--- config.mk ---
export PLATFORM = sky130hd
export DESIGN_NAME = display_arbiter
export DESIGN_NICKNAME = d
export VERILOG_FILES = /design/src/rtl/display_arbiter_pkg.sv /design/src/rtl/display_arbiter_bcd_seg_decode.sv /design/src/rtl/display_arbiter.sv
export SDC_FILE = /design/constraint.sdc
export NUM_CORES = 1
export LEC_CHECK = 0
export CAP_MARGIN = 30
export CORE_UTILIZATION = 41
export DETAILED_ROUTE_END_ITERATION = 6
export PLACE_DENSITY = 0.91
export SKIP_LAST_GASP = 1
export SLEW_MARGIN = 0
export SYNTH_ARGS = -nofsm -noshare
export SYNTH_HDL_FRONTEND = slang
export SYNTH_SLANG_ARGS = --single-unit
--- constraint.sdc ---
create_clock -name clk -period 4.2 [get_ports clk]
set_input_delay 0.42 -clock clk [delete_from_list [all_inputs] [get_ports clk]]
set_output_delay 0.42 -clock clk [all_outputs]
set_load 0.1 [all_outputs]
--- src/rtl/display_arbiter_pkg.sv ---
// Shared definitions for the display arbiter: service one-hot codes,
// arbiter state encoding, BCD-to-segment table and a one-hot helper.
package display_arbiter_pkg;

    localparam logic [3:0] SVC_NONE = 4'b0000;
    localparam logic [3:0] SVC_1    = 4'b1000;
    localparam logic [3:0] SVC_2    = 4'b0100;
    localparam logic [3:0] SVC_3    = 4'b0010;
    localparam logic [3:0] SVC_4    = 4'b0001;

    typedef enum logic [1:0] {
        ST_IDLE    = 2'd0,
        ST_ACTIVE  = 2'd1,
        ST_LOCKOUT = 2'd2
    } arb_state_t;

    // Segment patterns {g..a}, active-high, indexed by BCD digit 0..9.
    localparam logic [6:0] SEG_TABLE [10] = '{
        7'b0111111, 7'b0000110, 7'b1011011, 7'b1001111, 7'b1100110,
        7'b1101101, 7'b1111101, 7'b0000111, 7'b1111111, 7'b1101111
    };

    // True when exactly one bit of a 4-bit vector is set.
    function automatic logic is_onehot4(input logic [3:0] v);
        return (v != 4'b0000) && ((v & (v - 4'b0001)) == 4'b0000);
    endfunction

endpackage

--- src/rtl/display_arbiter_bcd_seg_decode.sv ---
// Combinational BCD digit to 7-segment decoder; codes 10..15 are blanked.
module bcd_seg_decode
    import display_arbiter_pkg::*;
(
    input  logic [3:0] bcd,
    output logic [6:0] seg
);

    // Table lookup for valid digits, all segments off otherwise.
    always_comb begin
        seg = 7'b0000000;
        if (bcd <= 4'd9) begin
            seg = SEG_TABLE[bcd];
        end else begin
            seg = 7'b0000000;
        end
    end

endmodule

--- src/rtl/display_arbiter.sv ---
// Display arbiter: grants the shared 4-digit display to one service,
// falls back to the running clock, handles finish with a lockout, and
// scans the digits. Optional feature macro: CURSOR_BLINK_EN (blinks the
// digit under edit while a service is active).
module display_arbiter
    import display_arbiter_pkg::*;
#(
    parameter int SCAN_DIV  = 16,
    parameter int BLINK_DIV = 8
)
(
    input  logic        clk,
    input  logic        resetn,
    input  logic [3:0]  svc_sel,
    input  logic [3:0]  finish,
    input  logic [15:0] time_num,
    input  logic [15:0] svc1_num,
    input  logic [15:0] svc2_num,
    input  logic [15:0] svc3_num,
    input  logic [15:0] svc4_num,
    input  logic [3:0]  cursor,
    output logic [3:0]  anode,
    output logic [6:0]  seg,
    output logic [3:0]  active_svc,
    output logic [3:0]  svc_led
);

    localparam int DW = (SCAN_DIV > 2) ? $clog2(SCAN_DIV) : 1;
    localparam logic [DW-1:0] DIV_MAX = DW'(SCAN_DIV - 1);

    arb_state_t    state_r, state_nx_s;
    logic [3:0]    grant_r, grant_nx_s;
    logic [DW-1:0] div_r;
    logic [1:0]    idx_r;
    logic          div_wrap_s;
    logic [15:0]   src_s;
    logic [3:0]    digit_s;
    logic [6:0]    seg_dec_s;
    logic [3:0]    anode_nx_s;
    logic [3:0]    anode_r;
    logic [6:0]    seg_r;

    assign div_wrap_s = (div_r == DIV_MAX);

    // Arbiter state and grant registers.
    always_ff @(posedge clk or negedge resetn) begin
        if (!resetn) begin
            state_r <= ST_IDLE;
            grant_r <= SVC_NONE;
        end else begin
            state_r <= state_nx_s;
            grant_r <= grant_nx_s;
        end
    end

    // Next-state and next-grant: finish on the granted bit beats a switch move.
    always_comb begin
        state_nx_s = state_r;
        grant_nx_s = grant_r;
        case (state_r)
            ST_IDLE: begin
                if (is_onehot4(svc_sel)) begin
                    state_nx_s = ST_ACTIVE;
                    grant_nx_s = svc_sel;
                end else begin
                    state_nx_s = ST_IDLE;
                    grant_nx_s = SVC_NONE;
                end
            end
            ST_ACTIVE: begin
                if ((finish & grant_r) != 4'b0000) begin
                    state_nx_s = ST_LOCKOUT;
                    grant_nx_s = SVC_NONE;
                end else if (svc_sel != grant_r) begin
                    state_nx_s = ST_IDLE;
                    grant_nx_s = SVC_NONE;
                end else begin
                    state_nx_s = ST_ACTIVE;
                    grant_nx_s = grant_r;
                end
            end
            ST_LOCKOUT: begin
                grant_nx_s = SVC_NONE;
                if (svc_sel == SVC_NONE) begin
                    state_nx_s = ST_IDLE;
                end else begin
                    state_nx_s = ST_LOCKOUT;
                end
            end
            default: begin
                state_nx_s = ST_IDLE;
                grant_nx_s = SVC_NONE;
            end
        endcase
    end

    // Scan divider and digit index.
    always_ff @(posedge clk or negedge resetn) begin
        if (!resetn) begin
            div_r <= '0;
            idx_r <= 2'd0;
        end else if (div_wrap_s) begin
            div_r <= '0;
            idx_r <= idx_r + 2'd1;
        end else begin
            div_r <= div_r + DW'(1);
            idx_r <= idx_r;
        end
    end

    // Display source: granted service while active, running clock otherwise.
    always_comb begin
        src_s = time_num;
        if (state_r == ST_ACTIVE) begin
            case (grant_r)
                SVC_1:   src_s = svc1_num;
                SVC_2:   src_s = svc2_num;
                SVC_3:   src_s = svc3_num;
                SVC_4:   src_s = svc4_num;
                default: src_s = time_num;
            endcase
        end else begin
            src_s = time_num;
        end
    end

    // Nibble of the source belonging to the digit currently scanned.
    always_comb begin
        digit_s = 4'h0;
        case (idx_r)
            2'd0:    digit_s = src_s[3:0];
            2'd1:    digit_s = src_s[7:4];
            2'd2:    digit_s = src_s[11:8];
            2'd3:    digit_s = src_s[15:12];
            default: digit_s = 4'h0;
        endcase
    end

    bcd_seg_decode u_dec (
        .bcd (digit_s),
        .seg (seg_dec_s)
    );

`ifdef CURSOR_BLINK_EN
    localparam int RW = (BLINK_DIV > 1) ? $clog2(BLINK_DIV) : 1;
    localparam logic [RW-1:0] RND_MAX = RW'(BLINK_DIV - 1);

    logic [RW-1:0] rnd_r;
    logic          phase_r;
    logic          grant_evt_s;
    logic          round_end_s;

    assign grant_evt_s = (state_r == ST_IDLE) && (state_nx_s == ST_ACTIVE);
    assign round_end_s = div_wrap_s && (idx_r == 2'd3);

    // Blink phase: restarts on each grant, toggles every BLINK_DIV scan rounds.
    always_ff @(posedge clk or negedge resetn) begin
        if (!resetn) begin
            rnd_r   <= '0;
            phase_r <= 1'b0;
        end else if (grant_evt_s) begin
            rnd_r   <= '0;
            phase_r <= 1'b0;
        end else if ((state_r == ST_ACTIVE) && round_end_s) begin
            if (rnd_r == RND_MAX) begin
                rnd_r   <= '0;
                phase_r <= ~phase_r;
            end else begin
                rnd_r   <= rnd_r + RW'(1);
                phase_r <= phase_r;
            end
        end else begin
            rnd_r   <= rnd_r;
            phase_r <= phase_r;
        end
    end

    // Anode select, blanking the cursor digit during the off phase.
    always_comb begin
        anode_nx_s = ~(4'b0001 << idx_r);
        if ((state_r == ST_ACTIVE) && phase_r && cursor[idx_r]) begin
            anode_nx_s = 4'b1111;
        end else begin
            anode_nx_s = ~(4'b0001 << idx_r);
        end
    end
`else
    logic unused_cursor_s;
    assign unused_cursor_s = ^cursor;

    // Anode select: every digit lit in turn.
    always_comb begin
        anode_nx_s = ~(4'b0001 << idx_r);
    end
`endif

    // Registered anode and segment outputs.
    always_ff @(posedge clk or negedge resetn) begin
        if (!resetn) begin
            anode_r <= 4'b1111;
            seg_r   <= 7'b0000000;
        end else begin
            anode_r <= anode_nx_s;
            seg_r   <= seg_dec_s;
        end
    end

    assign anode      = anode_r;
    assign seg        = seg_r;
    assign active_svc = grant_r;
    assign svc_led    = grant_r;

endmodule

After elaboration in Yosys (flattened, before gate mapping)
Memories as Yosys holds them, arrays and structs flattened.
Index checks and enable logic that the tools add are counted.
- memories kept: 1
- ROM bits: 112
- register bits after elaboration: 23
- muxes and demuxes: 16
- add/sub/neg operators: 3
- reductions and logical operators: 7
- order comparisons: 2
- shift-type cells: 1
- equal/unequal tests: 12
- bitwise logic cells: 4
- memories (memory ; words ; width ; read ports ; clocked after Yosys merged registers in ; write ports ; line ; source):
    (no name shown) ; 16 ; 7 ; 1 ; 0 ; 0 ; display_arbiter_bcd_seg_decode.sv:13 ; seg = SEG_TABLE[bcd];
- operators with widths (kind ; number):
    case mux 16 bit (4 select lines) ; 1
    2-to-1 mux 7 bit ; 3
    2-to-1 mux 16 bit ; 1
    2-to-1 mux 4 bit ; 4
    case mux 4 bit (4 select lines) ; 1
    bitwise AND 4 bit ; 2
    == test 4 bit, second input constant ; 2
    zero test 4 bit ; 2
    case mux 4 bit (2 select lines) ; 1
    nonzero test 4 bit ; 2
    == test 2 bit, second input constant ; 3
    case mux 2 bit (3 select lines) ; 1
    >= comparator 5 bit, second input constant ; 1
    NOT 4 -> 5 bit ; 1
    adder 4 x 1 -> 4 bit, second input constant ; 1
    == test 2 x 1 -> 1 bit, second input constant ; 2
    == test 4 x 1 -> 1 bit, second input constant ; 1
    == test 4 x 2 -> 1 bit, second input constant ; 1
    == test 4 x 3 -> 1 bit, second input constant ; 1
    less-or-equal comparator 4 bit, second input constant ; 1
    zero test 2 bit ; 2
    2-to-1 mux 2 bit ; 2
    inequality test 4 bit ; 1
    NOT 4 bit ; 1
    other kinds (6) ; 7

Logic depth before layout (Yosys ltp)
Gate-level depths: netlist of the first run.
- depth after elaboration: 9
- depth in mapped cells: 13
- mapped depth without buffers: 13

Modules after synthesis
Synthesis of the first run repeated with hierarchy kept, for this count alone.
- cell total of the unflattened synthesis: 262
- area, all modules: 2331.0 sq um
- by module, submodules not included (module ; area each (sq um) ; instances ; cells an instance ; sequential area each (sq um)):
    display_arbiter ; 2098.3 ; 1 ; 233 ; 580.6
    bcd_seg_decode ; 232.7 ; 1 ; 29 ; 0.0

Worst setup path after synthesis of the first run
Ideal clock, no wire load.
- path type: reg2reg
- from: register grant_r[0], in the netlist active_svc[0]
- to: register seg_r[2], in the netlist seg[2]
- path buffers: 2
- arrival time: 3099 ps
- stages on the path, launching flop included: 13
- data required time: 4058 ps
- clock period less this slack: 3241 ps
- setup slack: 959 ps
- cell sequence: dfrtp_1 > buf_2 > buf_2 > nand3_1 > a211o_1 > a31o_2 > o21ai_0 > inv_1 > ha_1 > nor2_1 > inv_1 > a21oi_2 > a31oi_1
- longest elaborated chain between the ends: 9
- elaborated cells between the ends (all ways): 13
- classes of those cells: 1 x order compare; 4 x eq/ne; 6 x mux; 1 x bitwise; 1 x memory
- ends and longest elaborated chain (element ; line ; source):
    start, declared ; display_arbiter.sv:32 ; logic [3:0] grant_r, grant_nx_s;
    start signal, assigned ; display_arbiter.sv:52 ; grant_r <= grant_nx_s;
    == test 4 x 1 -> 1 bit, or another cell as far along ; display_arbiter.sv:115 ; case (grant_r)
    case mux 16 bit (4 select lines) * ; display_arbiter.sv:115 ;
    2-to-1 mux 16 bit * ; display_arbiter.sv:114 ; if (state_r == ST_ACTIVE) begin
    case mux 4 bit (4 select lines) * ; display_arbiter.sv:130 ; case (idx_r)
    NOT 4 -> 5 bit (implied by the code) ; display_arbiter_bcd_seg_decode.sv:13 ;
    memory (16 x 7 bit) ; - ;
    2-to-1 mux 7 bit (implied by the code) (2 in a row) ; display_arbiter_bcd_seg_decode.sv:13 ;
    2-to-1 mux 7 bit * ; display_arbiter_bcd_seg_decode.sv:12 ; if (bcd <= 4'd9) begin
    via seg_dec_s[2] ; display_arbiter.sv:38 ; logic [6:0] seg_dec_s;
    end signal, assigned ; display_arbiter.sv:204 ; seg_r <= seg_dec_s;
    end, declared ; display_arbiter.sv:41 ; logic [6:0] seg_r;
The timed path passes the listed nets; every way through them passes the cells marked *. The select of a mux whose other input is x is not followed.
A chain may end at the register's enable or synchronous reset.

Worst setup path after layout of the first run
- from: register grant_r[0], in the netlist active_svc[0]
- to: register seg_r[0], in the netlist seg[0]
The elaborated chain is that of the path after synthesis.

==> implementation parameters, run 1 <==
Parameter                              Value

Detailed routing
  Wire length after detailed routing    6681 um
  Number of nets still failing antenna checks after routing    0
  Iter 0 DRT Violations    127
  Total via count after detailed routing    2258
  Routed length per instance    16.79 um
  Routed via count divided by cell count    5.673
  Number of DRC violations after detailed routing    0
  TritonRoute pass-1 iters    4

Clock tree
  Clock buffers created by TritonCTS    3
  Total setup buffers inserted after CTS    0
  Clock input transition at the sequential cells of the worst setup and hold paths    0.08 ns
  Root Buffer Master    clkbuf_8
  Maximum number of buffers from clock root to sink    2
  H-tree depth    1
  Post-cts gate resize count    0
  CTS hold repair buffers    0
  Insertion delay to the later sink of the worst-skew pair    0.26 ns
  CTS tree    yes
  Number of clock sinks    23

Power
  Max IR drop VDD    0.3776 mV
  Static leakage power    0.001238 uW
  Switching part of the total power    0.5161
  Comb pwr share    0.661
  Internal power of the cells    637.9 uW
  Sequential share of power    0.235
  Power density cells    406.5 nW/um2
  Sw power    680.4 uW
  Proportion of power drawn by the clock network    0.104

Critical path
  Endpoint required time on the critical path    4.34 ns
  Setup Crit Path Kind    flop to flop
  Startpoint class of the critical path    flop
  Crit Path Max Fanout    26
  Launch point of the worst reg-to-reg path    active_svc[0]
  Reg2reg path depth    11
  Worst EP arrival    3.71 ns
  Critical Path Sink Type    flop
  Worst reg2reg setup slack    0.63 ns
  FF-to-FF End    seg[0]

GRT
  Gr usage total    0.2512
  Antenna violations before repair    0
  Remaining global-route overflow    0
  Number of global-route vias before repair    2250
  First-pass GRT wire length    10470 um
  Maximum number of pins on one net before global-route repair    27

Synthesis
  Synthesized netlist cell count    234
  Count of state elements after synthesis    23
  Count of yosys warnings during synthesis    0
  Mean instance size in the synthesized netlist    9.026 um2
  Number of enable-type register cells in the synthesized netlist    0
  Count of different cell masters after synthesis    57
  Share of synthesized registers carrying an async set or reset    1.000
  Top_reg_cell synth    dfrtp_1
  Post-synthesis instance area    2112 um2
  Proportion of synthesized chip area in sequential cells    0.2749
  Net count of the mapped netlist    339

Timing
  Aggregate negative setup slack    0 ns
  Fmax    280.2 MHz
  Post-route clock period utilization    0.8498
  Final critical delay including setup and external delays    3.569 ns
  Hold Vio Cnt, Final    0
  Tightest slew margin relative to the limit    0.3459
  Setup repair after global routing missed its margin    false
  Pin slew with the least headroom to its limit    0.9781 ns
  Worst clock skew    0.001375 ns
  Endpoints failing setup    0
  Count of final max-slew check failures    0

Floorplanning
  Initial cell density of the core    0.4356
  Placement row count    25
  Die Wd    73.77 um
  I/O pins    113
  Overall die height    73.77 um
  Area of the die    5442 um2
  Core region area    4848 um2

Cells and area
  Most frequent cells in the layout    clkdlybuf4s50_1 (108), nand3b_1 (20), dfrtp_1 (19)
  Combined flip-flop and latch cell area    580.6 um2
  Post-route insts no fill    398
  Multi-input combinational cell area    1346 um2
  Layout-stage area growth over the synthesis result    53.55%
  Fraction of the core area covered by cells at the end of the flow    0.6689
  Fill cell total of the finished layout    380
  Proportion of layout cells with a drive suffix above 1    0.07855
  Most common cell after layout, fill and taps aside    clkdlybuf4s50_1
  Total inserted antenna cells    0
  Number of nets in the layout    437

Place
  RePlAce Congestion    0.8847
  DP Cell Count    394
  Number of buffers added on ports    108
  Half-perimeter wire length after detailed placement    5439 um

Flow run
  Max_cap viols    0

Worst hold path
  Hold Crit Class    input port to asynchronous set/reset pin

Status
  Result of the run    complete, no violations
==> layout make-up <==
| class | count | area share |
|---|---|---|
| clock buffer | 3 | 0.01273 |
| clock inverter | 1 | 0.001543 |
| inverter | 15 | 0.01736 |
| multi-input combinational | 175 | 0.4151 |
| sequential | 23 | 0.1790 |
| tap | 67 | 0.02585 |
| timing repair buffer | 114 | 0.3484 |
==> cells in the mapped netlist (all sizes together), types with 3 or more instances <==
cell type / number / area, um2
nor2b: 5 / 38.78
xor2: 3 / 26.28
or2: 3 / 18.77
ha: 11 / 137.6
o211ai: 3 / 22.52
a22oi: 18 / 135.1
a31oi: 3 / 18.77
nor2: 8 / 32.54
o31a: 4 / 35.03
o22ai: 9 / 56.30
xnor2: 4 / 35.03
o21a: 6 / 45.04
nand3b: 20 / 150.1
a211oi: 3 / 22.52
nand2: 8 / 30.03
a21oi: 10 / 53.80
buf: 15 / 106.4
a221oi: 4 / 35.03
o21ai: 11 / 55.05
dfrtp: 19 / 475.5
a22o: 7 / 61.31
o31ai: 3 / 36.28
clkbuf: 6 / 22.52
inv: 15 / 56.30
dfstp: 4 / 105.1
nand3: 4 / 20.02
==> worst max-delay path by stage <==
stage | start | endpoint | cells past startpoint
floorplan | active_svc[0] | seg[2] | 12
global placement | active_svc[0] | seg[2] | 11
detailed placement | active_svc[0] | seg[0] | 11
CTS | active_svc[0] | seg[0] | 11
global route | active_svc[0] | seg[2] | 11
finish | active_svc[0] | seg[0] | 11
==> cells by family (layout without fill, tap and decap cells) <==
logic type,after synthesis,in the layout,share of synthesized area
and+or+nand+nor,57,57,0.1677
xor gates and xnor gates,7,7,0.02903
AOI/OAI and AO/OA,96,96,0.3555
adders and majority gates,11,11,0.06516
buffers and inverters,36,133,0.08767
DFF,23,23,0.2749
muxes,4,4,0.02014
==> registers in the layout (all words and copies together) (netlist names) <==
name and cells:
seg 7, anode 4, state_r 2, idx_r 2
div_r 4, active_svc 4
==> power groups by stage <==
stage	sequential (uW)	combinational, uW	clock [uW]
6_report	310	871	137
3_5_place_dp	314	870	0
5_1_grt	318	923	152
3_3_place_gp	314	850	0
2_1_floorplan	563	389	0
4_1_cts	310	872	140
==> worst max-delay path, stage by stage, from the launching register on <==
cell      delay [ns]
dfrtp_1         0.68
nor4b_2         0.52
nor2b_1         0.52
nor2_2          0.18
a31o_2          0.25
o21ai_0         0.39
inv_1           0.17
ha_1            0.25
nor2_1          0.10
inv_1           0.09
a21oi_2         0.19
a211oi_1        0.09
==> routing by layer <==
layer  up-vias  track usage  share of wire
met4         0      0.05983          0.013
met1      1044       0.3041           0.41
met3         9      0.04527           0.10
met2       114       0.4577           0.48
met5         -            0              0
li1       1091            -              -
==> stage by stage <==
step | total power (uW) | area [um2] | setup slack, ns | hold WS [ns]
after floorplan | 951.3 | 2112 | 0.9586 | 0.1244
after CTS | 1322 | 3243 | 0.6704 | 0.3646
after global routing | 1392 | 3243 | 0.3187 | 0.3559
final | 1318 | 3243 | 0.6309 | 0.3647
after global placement | 1164 | 3178 | 0.8595 | 0.4679
after detailed placement | 1184 | 3197 | 0.6920 | 0.5002
Note: power is estimated with default switching activity, not from simulation.
==> inputs of run 2 (changes only) <==
Settings changed: CORE_UTILIZATION 41 to 36, PLACE_DENSITY 0.91 to 0.85.
Clock period 4.2 ns to 3.15 ns, I/O delays scaled along.
==> run 2 against run 1 <==
  * Combinational power grew 38%
  * Sequential power grew 31%
  * Via count grew 1.8%
  * Clock skew grew 0.0052 ns
  * Cell count grew 2.5%
  * Design area grew 0.42%
  * Fmax grew 21%
  * Worst setup slack lost 0.42 ns
  * Highest routed layer unchanged
==> implementation parameters, run 2 (synthesis gave the netlist of run 1 again) <==
Parameter                              Value

Critical path
  Worst EP arrival    3.07 ns
  Setup Crit Path Kind    flop to flop
  Startpoint class of the critical path    flop
  Endpoint required time on the critical path    3.28 ns
  Crit Path Max Fanout    20
  Reg2reg path depth    11
  Critical Path Sink Type    flop
  Launch point of the worst reg-to-reg path    active_svc[3]
  FF-to-FF End    seg[2]
  Worst reg2reg setup slack    0.21 ns

Clock tree
  CTS tree    yes
  Maximum number of buffers from clock root to sink    2
  Total setup buffers inserted after CTS    0
  CTS hold repair buffers    0
  Post-cts gate resize count    0
  H-tree depth    1
  Number of clock sinks    23
  Insertion delay to the later sink of the worst-skew pair    0.27 ns
  Root Buffer Master    clkbuf_8
  Clock buffers created by TritonCTS    3
  Clock input transition at the sequential cells of the worst setup and hold paths    0.09 ns

GRT
  Remaining global-route overflow    0
  Maximum number of pins on one net before global-route repair    24
  Gr usage total    0.2221
  Antenna violations before repair    0
  First-pass GRT wire length    10820 um
  Number of global-route vias before repair    2244

Timing
  Tightest slew margin relative to the limit    0.3275
  Final critical delay including setup and external delays    2.941 ns
  Endpoints failing setup    0
  Pin slew with the least headroom to its limit    1.006 ns
  Post-route clock period utilization    0.9338
  Fmax    340.0 MHz
  Count of final max-slew check failures    0
  Hold Vio Cnt, Final    0
  Setup repair after global routing missed its margin    false
  Worst clock skew    0.006570 ns
  Aggregate negative setup slack    0 ns

Place
  Placed instance area    3211 um2
  Number of buffers added on ports    108
  Half-perimeter wire length after detailed placement    5473 um
  RePlAce Congestion    0.8537

Cells and area
  Proportion of layout cells with a drive suffix above 1    0.1399
  Most common cell after layout, fill and taps aside    clkdlybuf4s50_1
  Number of nets in the layout    442
  Final Instance Area    3257 um2
  Largest register FFs    7
  Layout-stage area growth over the synthesis result    54.21%
  Most frequent cells in the layout    clkdlybuf4s50_1 (96), buf_4 (23), nand3b_1 (20)
  Total inserted antenna cells    0

Detailed routing
  Routed via count divided by cell count    5.632
  Total via count after detailed routing    2298
  Number of DRC violations after detailed routing    0
  Iter 0 DRT Violations    120
  Routed length per instance    16.99 um
  Wire length after detailed routing    6932 um
  Number of nets still failing antenna checks after routing    0
  TritonRoute pass-1 iters    4

Flow run
  Max_cap viols    0

Floorplanning
  Die Wd    78.60 um
  Overall die height    78.60 um
  Area of the die    6177 um2
  Core region area    5574 um2
  Initial cell density of the core    0.3789
  Placement row count    27
  I/O pins    113

Power
  Max IR drop VDD    0.3625 mV
  Static leakage power    0.001275 uW
  Power density cells    551.1 nW/um2

Status
  Result of the run    complete, no violations

Worst hold path
  Hold Crit Class    input port to asynchronous set/reset pin
==> run 2: per-layer routing <==
metal / part of all wire / global-route usage / vias to the layer above
li1: - / - / 1098
met1: 0.42 / 0.2722 / 1103
met2: 0.50 / 0.4070 / 93
met3: 0.080 / 0.04186 / 4
met4: 0.0042 / 0.03148 / 0
met5: 0 / 0 / -
==> run 2: worst max-delay path, stage by stage (launching register included) <==
cell and delay, ns:
dfrtp_2 0.58, nor2b_1 0.50, a22oi_1 0.19, o22ai_1 0.27
a2111oi_0 0.14, o21ai_0 0.25, inv_1 0.13, ha_1 0.24
nor2_1 0.13, inv_1 0.10, a21oi_2 0.19, a31oi_1 0.07
==> run 2: layout make-up <==
cell class                 instances  area (um2)
clock inverter                     1       5.005
tap                               72       90.09
sequential                        23       584.3
inverter                          15       56.30
clock buffer                       3       41.29
timing repair buffer             119        1134
multi-input combinational        175        1346
fill                             483        2317
==> run 2: worst max path at each step <==
stage	to	slack, ns	start	cells past startpoint
finish	seg[2]	0.21	active_svc[3]	11
global route	seg[2]	0.04	active_svc[3]	11
CTS	seg[2]	0.28	active_svc[3]	11
detailed placement	seg[2]	0.31	active_svc[3]	11
global placement	seg[2]	0.38	active_svc[3]	11
floorplan	seg[4]	0.03	active_svc[1]	11
==> run 2: per-stage QoR <==
step / utilization / setup WS [ns] / std cells / hold slack [ns] / power, uW
after CTS: 0.5843 / 0.2779 / 408 / 0.4177 / 1790
final: 0.5843 / 0.2086 / 408 / 0.4091 / 1795
after floorplan: - / 0.02769 / 234 / 0.01941 / 1270
after global placement: 0.5760 / 0.3769 / 404 / 0.4717 / 1580
after detailed placement: 0.5760 / 0.3054 / 404 / 0.4909 / 1605
after global routing: 0.5843 / 0.04092 / 408 / 0.4338 / 1878
==> run 2: power breakdown <==
part           switching (uW)  total (uW)  internal, uW
Sequential               52.2         407           355
Clock                    99.7         188          88.5
Combinational             780        1200           420
